`config.mk`:
```
export PLATFORM = sky130hd
export DESIGN_NAME = ddram_wr_arbiter_flat
export DESIGN_NICKNAME = d
export VERILOG_FILES = /design/src/rtl/ddram_wr_arbiter_if.sv /design/src/rtl/ddram_wr_arbiter.sv /design/src/flat_wrapper.sv
export SDC_FILE = /design/constraint.sdc
export NUM_CORES = 2
export LEC_CHECK = 0
export CORE_MARGIN = 2
export CORE_UTILIZATION = 25
export DETAILED_ROUTE_END_ITERATION = 12
export DONT_BUFFER_PORTS = 1
export REMOVE_ABC_BUFFERS = 1
export SLEW_MARGIN = 20
export SYNTH_ARGS = -nofsm -noshare
export SYNTH_HDL_FRONTEND = slang
export SYNTH_SLANG_ARGS = --single-unit
export TNS_END_PERCENT = 30
```
`constraint.sdc`:
```
create_clock -name CLK_VIDEO -period 11.9 [get_ports CLK_VIDEO]
set_input_delay 3.57 -clock CLK_VIDEO [delete_from_list [all_inputs] [get_ports CLK_VIDEO]]
set_output_delay 3.57 -clock CLK_VIDEO [all_outputs]
set_load 0.02 [all_outputs]
```
`src/rtl/ddram_wr_arbiter_if.sv`:
```
// Signal bundle between the DDRAM write arbiter, its two requesters and the DDRAM pins.
// The arbiter connects through the slave modport; the environment connects through master.
interface ddram_wr_arbiter_if;
    // Rotate writer: fire-and-forget, one entry per cycle that r_we is high.
    logic        r_we;
    logic [28:0] r_addr;
    logic [63:0] r_din;
    logic [7:0]  r_be;
    logic        r_overflow;

    // Generic client: level request held until the one-cycle c_ack.
    logic        c_req;
    logic        c_rd;
    logic [28:0] c_addr;
    logic [63:0] c_din;
    logic [7:0]  c_be;
    logic        c_ack;
    logic [63:0] c_dout;

    // DDRAM command handshake: DDRAM_WE/DDRAM_RD are the valid strobe and !DDRAM_BUSY is
    // ready; a command transfers on a cycle where a strobe is high and BUSY is low, and
    // every command field stays stable from the first valid cycle until that transfer.
    logic        DDRAM_CLK;
    logic        DDRAM_BUSY;
    logic [7:0]  DDRAM_BURSTCNT;
    logic [28:0] DDRAM_ADDR;
    logic [63:0] DDRAM_DIN;
    logic [7:0]  DDRAM_BE;
    logic        DDRAM_WE;
    logic        DDRAM_RD;
    logic [63:0] DDRAM_DOUT;
    logic        DDRAM_DOUT_READY;

    modport slave (
        input  r_we, r_addr, r_din, r_be,
        output r_overflow,
        input  c_req, c_rd, c_addr, c_din, c_be,
        output c_ack, c_dout,
        output DDRAM_CLK, DDRAM_BURSTCNT, DDRAM_ADDR, DDRAM_DIN, DDRAM_BE, DDRAM_WE, DDRAM_RD,
        input  DDRAM_BUSY, DDRAM_DOUT, DDRAM_DOUT_READY
    );

    modport master (
        output r_we, r_addr, r_din, r_be,
        input  r_overflow,
        output c_req, c_rd, c_addr, c_din, c_be,
        input  c_ack, c_dout,
        input  DDRAM_CLK, DDRAM_BURSTCNT, DDRAM_ADDR, DDRAM_DIN, DDRAM_BE, DDRAM_WE, DDRAM_RD,
        output DDRAM_BUSY, DDRAM_DOUT, DDRAM_DOUT_READY
    );
endinterface

```
`src/rtl/ddram_wr_arbiter.sv`:
```
// Shares one DDRAM port between a FIFO-buffered rotate pixel writer and a generic
// read/write client, with urgency override and round-robin arbitration.
module ddram_wr_arbiter #(
    parameter int FIFO_AW = 4,
    parameter int URGENT  = 8
) (
    input  logic              CLK_VIDEO,
    input  logic              reset,
    ddram_wr_arbiter_if.slave bus,
    output logic [1:0]        dbg_state
);
    localparam int DEPTH = 1 << FIFO_AW;

    typedef enum logic [1:0] {
        IDLE   = 2'd0,
        ISSUE  = 2'd1,
        RDWAIT = 2'd2
    } state_t;

    typedef enum logic {
        G_CLIENT = 1'b0,
        G_ROTATE = 1'b1
    } grant_t;

    typedef struct packed {
        logic [28:0] addr;
        logic [63:0] din;
        logic [7:0]  be;
    } entry_t;

    // Rotate-write FIFO
    entry_t             mem [DEPTH];
    logic [FIFO_AW-1:0] wr_ptr;
    logic [FIFO_AW-1:0] rd_ptr;
    logic [FIFO_AW:0]   fill;
    logic               full;
    logic               empty;
    logic               push;
    logic               pop;
    logic               overflow;
    entry_t             head;

    // Arbiter / command state
    state_t             state;
    grant_t             last_grant;
    logic               cur_client;
    logic [28:0]        cmd_addr;
    logic [63:0]        cmd_din;
    logic [7:0]         cmd_be;
    logic               cmd_we;
    logic               cmd_rd;
    logic               ack;
    logic [63:0]        dout;

    logic               r_pend;
    logic               c_pend;
    logic               grant_r;
    logic               grant_c;

    // fill never exceeds DEPTH, so its top bit alone marks a full FIFO.
    assign full  = fill[FIFO_AW];
    assign empty = (fill == '0);
    assign head  = mem[rd_ptr];

    always_comb begin
        r_pend  = !empty;
        // c_req is still high during the c_ack cycle; it must not start a second op.
        c_pend  = bus.c_req && !ack;
        grant_r = 1'b0;
        grant_c = 1'b0;
        if (state == IDLE) begin
            if (int'(fill) >= URGENT) begin
                grant_r = 1'b1;
            end else if (r_pend && c_pend) begin
                if (last_grant == G_CLIENT) grant_r = 1'b1;
                else                        grant_c = 1'b1;
            end else if (r_pend) begin
                grant_r = 1'b1;
            end else if (c_pend) begin
                grant_c = 1'b1;
            end
        end
    end

    // A pop on the grant cycle frees a slot, so a write arriving at full is still kept.
    assign pop  = grant_r;
    assign push = bus.r_we && (!full || pop);

    always_ff @(posedge CLK_VIDEO) begin
        if (push) begin
            mem[wr_ptr] <= '{addr: bus.r_addr, din: bus.r_din, be: bus.r_be};
        end
    end

    always_ff @(posedge CLK_VIDEO or posedge reset) begin
        if (reset) begin
            wr_ptr   <= '0;
            rd_ptr   <= '0;
            fill     <= '0;
            overflow <= 1'b0;
        end else begin
            if (push) wr_ptr <= wr_ptr + 1'b1;
            if (pop)  rd_ptr <= rd_ptr + 1'b1;
            case ({push, pop})
                2'b10:   fill <= fill + 1'b1;
                2'b01:   fill <= fill - 1'b1;
                default: fill <= fill;
            endcase
            if (bus.r_we && !push) overflow <= 1'b1;
        end
    end

    always_ff @(posedge CLK_VIDEO or posedge reset) begin
        if (reset) begin
            state      <= IDLE;
            last_grant <= G_CLIENT;
            cur_client <= 1'b0;
            cmd_addr   <= '0;
            cmd_din    <= '0;
            cmd_be     <= '0;
            cmd_we     <= 1'b0;
            cmd_rd     <= 1'b0;
            ack        <= 1'b0;
            dout       <= '0;
        end else begin
            ack <= 1'b0;
            case (state)
                IDLE: begin
                    if (grant_r) begin
                        cmd_addr   <= head.addr;
                        cmd_din    <= head.din;
                        cmd_be     <= head.be;
                        cmd_we     <= 1'b1;
                        cmd_rd     <= 1'b0;
                        cur_client <= 1'b0;
                        last_grant <= G_ROTATE;
                        state      <= ISSUE;
                    end else if (grant_c) begin
                        cmd_addr   <= bus.c_addr;
                        cmd_din    <= bus.c_din;
                        cmd_be     <= bus.c_be;
                        cmd_we     <= !bus.c_rd;
                        cmd_rd     <= bus.c_rd;
                        cur_client <= 1'b1;
                        last_grant <= G_CLIENT;
                        state      <= ISSUE;
                    end
                end
                ISSUE: begin
                    if (!bus.DDRAM_BUSY) begin
                        if (cmd_rd) begin
                            cmd_rd <= 1'b0;
                            state  <= RDWAIT;
                        end else begin
                            cmd_we <= 1'b0;
                            ack    <= cur_client;
                            state  <= IDLE;
                        end
                    end
                end
                RDWAIT: begin
                    if (bus.DDRAM_DOUT_READY) begin
                        dout  <= bus.DDRAM_DOUT;
                        ack   <= 1'b1;
                        state <= IDLE;
                    end
                end
                default: state <= IDLE;
            endcase
        end
    end

    assign bus.DDRAM_CLK      = CLK_VIDEO;
    assign bus.DDRAM_BURSTCNT = 8'd1;
    assign bus.DDRAM_ADDR     = cmd_addr;
    assign bus.DDRAM_DIN      = cmd_din;
    assign bus.DDRAM_BE       = cmd_be;
    assign bus.DDRAM_WE       = cmd_we;
    assign bus.DDRAM_RD       = cmd_rd;
    assign bus.c_ack          = ack;
    assign bus.c_dout         = dout;
    assign bus.r_overflow     = overflow;
    assign dbg_state          = state;

endmodule

```
`src/flat_wrapper.sv`:
```
// flat-port wrapper written by rule: the top's interface ports become plain ports
module ddram_wr_arbiter_flat 
#(
    parameter int FIFO_AW = 4,
    parameter int URGENT  = 8
)
  (CLK_VIDEO, reset, dbg_state, bus_r_we, bus_r_addr, bus_r_din, bus_r_be, bus_r_overflow, bus_c_req, bus_c_rd, bus_c_addr, bus_c_din, bus_c_be, bus_c_ack, bus_c_dout, bus_DDRAM_CLK, bus_DDRAM_BURSTCNT, bus_DDRAM_ADDR, bus_DDRAM_DIN, bus_DDRAM_BE, bus_DDRAM_WE, bus_DDRAM_RD, bus_DDRAM_BUSY, bus_DDRAM_DOUT, bus_DDRAM_DOUT_READY);
  ddram_wr_arbiter_if bus_i ();
  input  logic CLK_VIDEO;
  input  logic reset;
  output logic [1:0] dbg_state;
  input wire logic [$bits(bus_i.r_we)-1:0] bus_r_we;
  input wire logic [$bits(bus_i.r_addr)-1:0] bus_r_addr;
  input wire logic [$bits(bus_i.r_din)-1:0] bus_r_din;
  input wire logic [$bits(bus_i.r_be)-1:0] bus_r_be;
  output wire logic [$bits(bus_i.r_overflow)-1:0] bus_r_overflow;
  input wire logic [$bits(bus_i.c_req)-1:0] bus_c_req;
  input wire logic [$bits(bus_i.c_rd)-1:0] bus_c_rd;
  input wire logic [$bits(bus_i.c_addr)-1:0] bus_c_addr;
  input wire logic [$bits(bus_i.c_din)-1:0] bus_c_din;
  input wire logic [$bits(bus_i.c_be)-1:0] bus_c_be;
  output wire logic [$bits(bus_i.c_ack)-1:0] bus_c_ack;
  output wire logic [$bits(bus_i.c_dout)-1:0] bus_c_dout;
  output wire logic [$bits(bus_i.DDRAM_CLK)-1:0] bus_DDRAM_CLK;
  output wire logic [$bits(bus_i.DDRAM_BURSTCNT)-1:0] bus_DDRAM_BURSTCNT;
  output wire logic [$bits(bus_i.DDRAM_ADDR)-1:0] bus_DDRAM_ADDR;
  output wire logic [$bits(bus_i.DDRAM_DIN)-1:0] bus_DDRAM_DIN;
  output wire logic [$bits(bus_i.DDRAM_BE)-1:0] bus_DDRAM_BE;
  output wire logic [$bits(bus_i.DDRAM_WE)-1:0] bus_DDRAM_WE;
  output wire logic [$bits(bus_i.DDRAM_RD)-1:0] bus_DDRAM_RD;
  input wire logic [$bits(bus_i.DDRAM_BUSY)-1:0] bus_DDRAM_BUSY;
  input wire logic [$bits(bus_i.DDRAM_DOUT)-1:0] bus_DDRAM_DOUT;
  input wire logic [$bits(bus_i.DDRAM_DOUT_READY)-1:0] bus_DDRAM_DOUT_READY;
  assign bus_i.r_we = bus_r_we;
  assign bus_i.r_addr = bus_r_addr;
  assign bus_i.r_din = bus_r_din;
  assign bus_i.r_be = bus_r_be;
  assign bus_r_overflow = bus_i.r_overflow;
  assign bus_i.c_req = bus_c_req;
  assign bus_i.c_rd = bus_c_rd;
  assign bus_i.c_addr = bus_c_addr;
  assign bus_i.c_din = bus_c_din;
  assign bus_i.c_be = bus_c_be;
  assign bus_c_ack = bus_i.c_ack;
  assign bus_c_dout = bus_i.c_dout;
  assign bus_DDRAM_CLK = bus_i.DDRAM_CLK;
  assign bus_DDRAM_BURSTCNT = bus_i.DDRAM_BURSTCNT;
  assign bus_DDRAM_ADDR = bus_i.DDRAM_ADDR;
  assign bus_DDRAM_DIN = bus_i.DDRAM_DIN;
  assign bus_DDRAM_BE = bus_i.DDRAM_BE;
  assign bus_DDRAM_WE = bus_i.DDRAM_WE;
  assign bus_DDRAM_RD = bus_i.DDRAM_RD;
  assign bus_i.DDRAM_BUSY = bus_DDRAM_BUSY;
  assign bus_i.DDRAM_DOUT = bus_DDRAM_DOUT;
  assign bus_i.DDRAM_DOUT_READY = bus_DDRAM_DOUT_READY;
  ddram_wr_arbiter #(.FIFO_AW(FIFO_AW), .URGENT(URGENT)) u_core (.CLK_VIDEO(CLK_VIDEO), .reset(reset), .bus(bus_i), .dbg_state(dbg_state));
endmodule
```
* Word-level counts from Yosys, hierarchy flattened
Memories as Yosys holds them, arrays and structs flattened. Index checks and enable logic that the tools add are counted.
Storage, ports and cells: RAM bits 1616, flip-flop bits (word level) 186, output and inout bits 180, word-level logic and storage cells 91, memories kept 1
Cells by class: multiplexer cells 43, eq/ne operators 8, reduce and logical (&&, ||, !) cells 20, $add $sub $neg 4, order comparisons 1
Memory list:
- u_core.mem | words 16, width 101, rd ports 1, clocked after Yosys merged registers in 0, write ports 1, RTL line ddram_wr_arbiter.sv:32 | entry_t mem [DEPTH];
Operators by type and width (number):
- $mux W64 | 2
- $mux W29 | 2
- $mux W1 | 27
- $mux W8 | 2
- $mux W2 | 5
- $pmux W5 S2 | 1
- $add A4 B1 Y4 const B | 2
- $ne A2 B2 Y1 const B | 3
- $pmux W1 S2 | 3
- $pmux W2 S3 | 1
- $reduce_and A3 Y1 | 2
- $reduce_bool A2 Y1 | 3
- $add A5 B1 Y5 const B | 1
- $ge A5 B4 Y1 const B | 1
- $logic_not A1 Y1 | 5
- $logic_not A5 Y1 | 1
- $sub A5 B1 Y5 const B | 1
- $eq A2 B1 Y1 const B | 2
- $eq A2 B2 Y1 const B | 2
- $logic_and A1 B1 Y1 | 4
- $reduce_and A2 Y1 | 2
- $reduce_and A4 Y1 | 1
- $ne A3 B1 Y1 const B | 1
- $logic_not A2 Y1 | 1
- $logic_or A1 B1 Y1 | 1

* Longest topological paths before layout
depth after elaboration 10, mapped depth 15, gate-level depth less buffers 12

==> flow_summary.toml <==
[status]
run_status = "complete, no violations"

[sta]
worstMarginPinSlew_ns = 1.06
skew_ns = 0.115
setup_tns_ns = 0
setup_viol = 0
maxSlewViolCount = 0
rsz0062_at_grt = "no"
slew_headroom_pct = 29.6
hold_viol = 0

[grt]
grt_max_degree = 136
grt_pass1_vias = 31900
grt_pass1_wl_mm = 243
globalRouteTotalUtil_pct = 12.0
antenna_found_initial = 26
grt-ovfl-total = 0

[floorplan]
rows = 192
start_util_pct = 25.1
core-area_um2 = 273000
fp.dieH_um = 527
die_w_um = 527
io_pins = 453
die_area_um2 = 278000

[detailed_routing]
num_vias = 30800
ant_nets = 0
drc = 0
drtIter0Drc = 2526
viasPerCell = 4.53
routed_wl_mm = 171
dr.pass1.iters = 5
wl_per_cell_um = 25.2

[pwr]
switching_share_pct = 31.6
power.share.clock_pct = 29.5
peakVddDrop_uv = 185
p_leak_nw = 24.9
netSwitchingPower_w = 0.00605
combPwrFrac_pct = 25.3
pwr-share-seq_pct = 45.2
p_int_w = 0.0131
power_density_nw_per_um2 = 243

[clocking]
cts_hold_buf = 0
insertion_delay_ns = 0.89
cts_made_buffers = 189
root_buffer = "clkbuf_16"
cts_tree = "yes"
cts_setup_buffers = 0
cts_num_sinks = 1802
clockBufferDepth = 4
path_clk_slew_ns = 0.06
htreeDepth = 4
post_cts_resized = 0

[hold_path]
min_to = "u_core.cur_client"
min_from = "u_core.cur_client"
hold_depth = 2
hold_path.class = "reg -> reg"

[synthesis]
avgSynthCellArea_um2 = 23.0
synth-warning-count = 0
async_reset_ff_share_pct = 10.3
ys.flop_type = "edfxtp_1"
synth-seq-cells = 1802
synthCells = 2983
ys_seq_area_share_pct = 77.6
ys_types = 50
synth.cell_area_um2 = 68500
synth-edff-count = 1616

[place]
dp_hpwl_mm = 100
placed_area_um2 = 72800
gp_congestion = 0.719
port_buffers = 0

[setup_path]
criticalPathCategory = "clk -> out"
critPathCaptureType = "output port"
crit_required_ns = 8.33
r2r-end = "u_core.bus.DDRAM_DIN[58]"
r2r_start = "u_core.rd_ptr[2]"
crit_start = "CLK_VIDEO"
start_kind = "clock port"
r2r_slack_ns = 7.27
reg2reg_depth = 6
critPathMaxFanout = 3
cp.arrival_ns = 5.95

[layout]
final_area_um2 = 78700
nFillCells = 26400
synthToLayoutAreaGrowth_pct = 14.9
nets = 3335
drive_above_1_share_pct = 26.3
final_common_cell = "edfxtp_1"
final_cell_mix = "1616 x edfxtp_1, 404 x mux4_2, 203 x mux2i_1"

[job]
cap_violations = 0
==> worst max path at each step <==
stage / end / slack (ns) / cells after the start
after floorplan: u_core.bus.DDRAM_ADDR[11] / -4.93 / 4
after detailed placement: bus_DDRAM_CLK / 2.38 / 0
after global placement: bus_DDRAM_CLK / 2.38 / 0
final: bus_DDRAM_CLK / 2.38 / 0
after global routing: bus_DDRAM_CLK / 2.38 / 0
after CTS: bus_DDRAM_CLK / 2.38 / 0
==> Yosys cell counts (3+ instances only) <==
cell / count / area, µm²
nand2_1: 12 / 45.0
nand3b_1: 3 / 22.5
a21boi_0: 3 / 22.5
or3_1: 8 / 50.1
dfrtp_1: 186 / 4650
clkbuf_1: 92 / 345
buf_2: 70 / 350
inv_1: 15 / 56.3
o311ai_0: 8 / 70.1
edfxtp_1: 1616 / 48500
nor4_1: 4 / 25.0
xor2_1: 6 / 52.6
mux2i_1: 203 / 2030
a22oi_1: 104 / 781
xnor2_1: 6 / 52.6
nor2_1: 7 / 26.3
nor2b_1: 3 / 18.8
and2_1: 5 / 31.3
ha_1: 11 / 138
nor3_1: 6 / 30.0
mux2_2: 67 / 754
mux4_2: 404 / 9100
o21ai_0: 5 / 25.0
o221ai_1: 73 / 639
buf_4: 14 / 105
o221ai_2: 20 / 300
==> worst register-to-register path: stages (launching register included) <==
cell and delay (ns):
dfrtp_4 0.97, buf_12 0.72, buf_4 0.68, buf_4 0.78
mux4_2 0.72, mux2i_1 0.47, o221ai_1 0.19
==> registers in the layout (all words and copies together), names as in the netlist <==
signal and flops:
u_core.cur_client 1, u_core.bus.DDRAM_DIN 64, u_core.fill 5, u_core.bus.DDRAM_BE 8, u_core.bus.r_overflow 1, u_core.bus.DDRAM_WE 1
u_core.bus.c_ack 1, u_core.bus.DDRAM_RD 1, u_core.wr_ptr 4, u_core.mem 1616, u_core.bus.c_dout 64, u_core.rd_ptr 4
u_core.last_grant 1, u_core.dbg_state 2, u_core.bus.DDRAM_ADDR 29
==> metrics by stage <==
stage	setup WS (ns)	util, %	hold WS, ns	cells	power, W
2_1_floorplan	-4.93	-	0.470	2808	0.0136
3_3_place_gp	2.38	26.7	0.557	6449	0.0137
3_5_place_dp	2.38	26.7	0.551	6449	0.0138
4_1_cts	2.38	28.8	0.566	6788	0.0195
5_1_grt	2.38	28.8	0.611	6789	0.0200
6_report	2.38	28.8	0.569	6793	0.0191
==> power by group through the flow <==
| stage | Clock [W] | Combinational (W) | Sequential (W) |
|---|---|---|---|
| final | 0.00564 | 0.00485 | 0.00865 |
| after global routing | 0.00603 | 0.00522 | 0.00876 |
| after CTS | 0.00580 | 0.00498 | 0.00869 |
| after detailed placement | 0 | 0.00496 | 0.00881 |
| after global placement | 0 | 0.00491 | 0.00880 |
| after floorplan | 0 | 0.00452 | 0.00909 |
==> metal layers <==
| metal | GRT usage [%] | part of all wire, % |
|---|---|---|
| met1 | 15.4 | 41 |
| met2 | 19.4 | 48 |
| met3 | 4.36 | 9.0 |
| met4 | 2.63 | 1.7 |
| met5 | 0 | 0.11 |
==> cell type report <==
type | instances | area (µm²) | area share, %
clock inverters | 105 | 860 | 1.09
diodes | 5 | 12.5 | 0.0159
well taps | 3589 | 4490 | 5.71
repair buffers | 52 | 536 | 0.680
clock buffers | 234 | 5000 | 6.35
flip-flops and latches | 1802 | 53200 | 67.6
multi-input cells | 991 | 14500 | 18.5
inverters | 15 | 63.8 | 0.0811
==> logic make-up (layout without fill, tap and decap cells) <==
group	count (synthesis)	count (layout)	synth area share, %
flops	1802	1802	77.6
compound gates	226	226	2.85
other cells	2	13	0.0110
xor+xnor	12	12	0.153
fa+ha+maj	11	11	0.201
simple gates	60	60	0.490
buf+inv	196	406	1.29
mux	674	674	17.4
(Power assumes the default switching activity.)
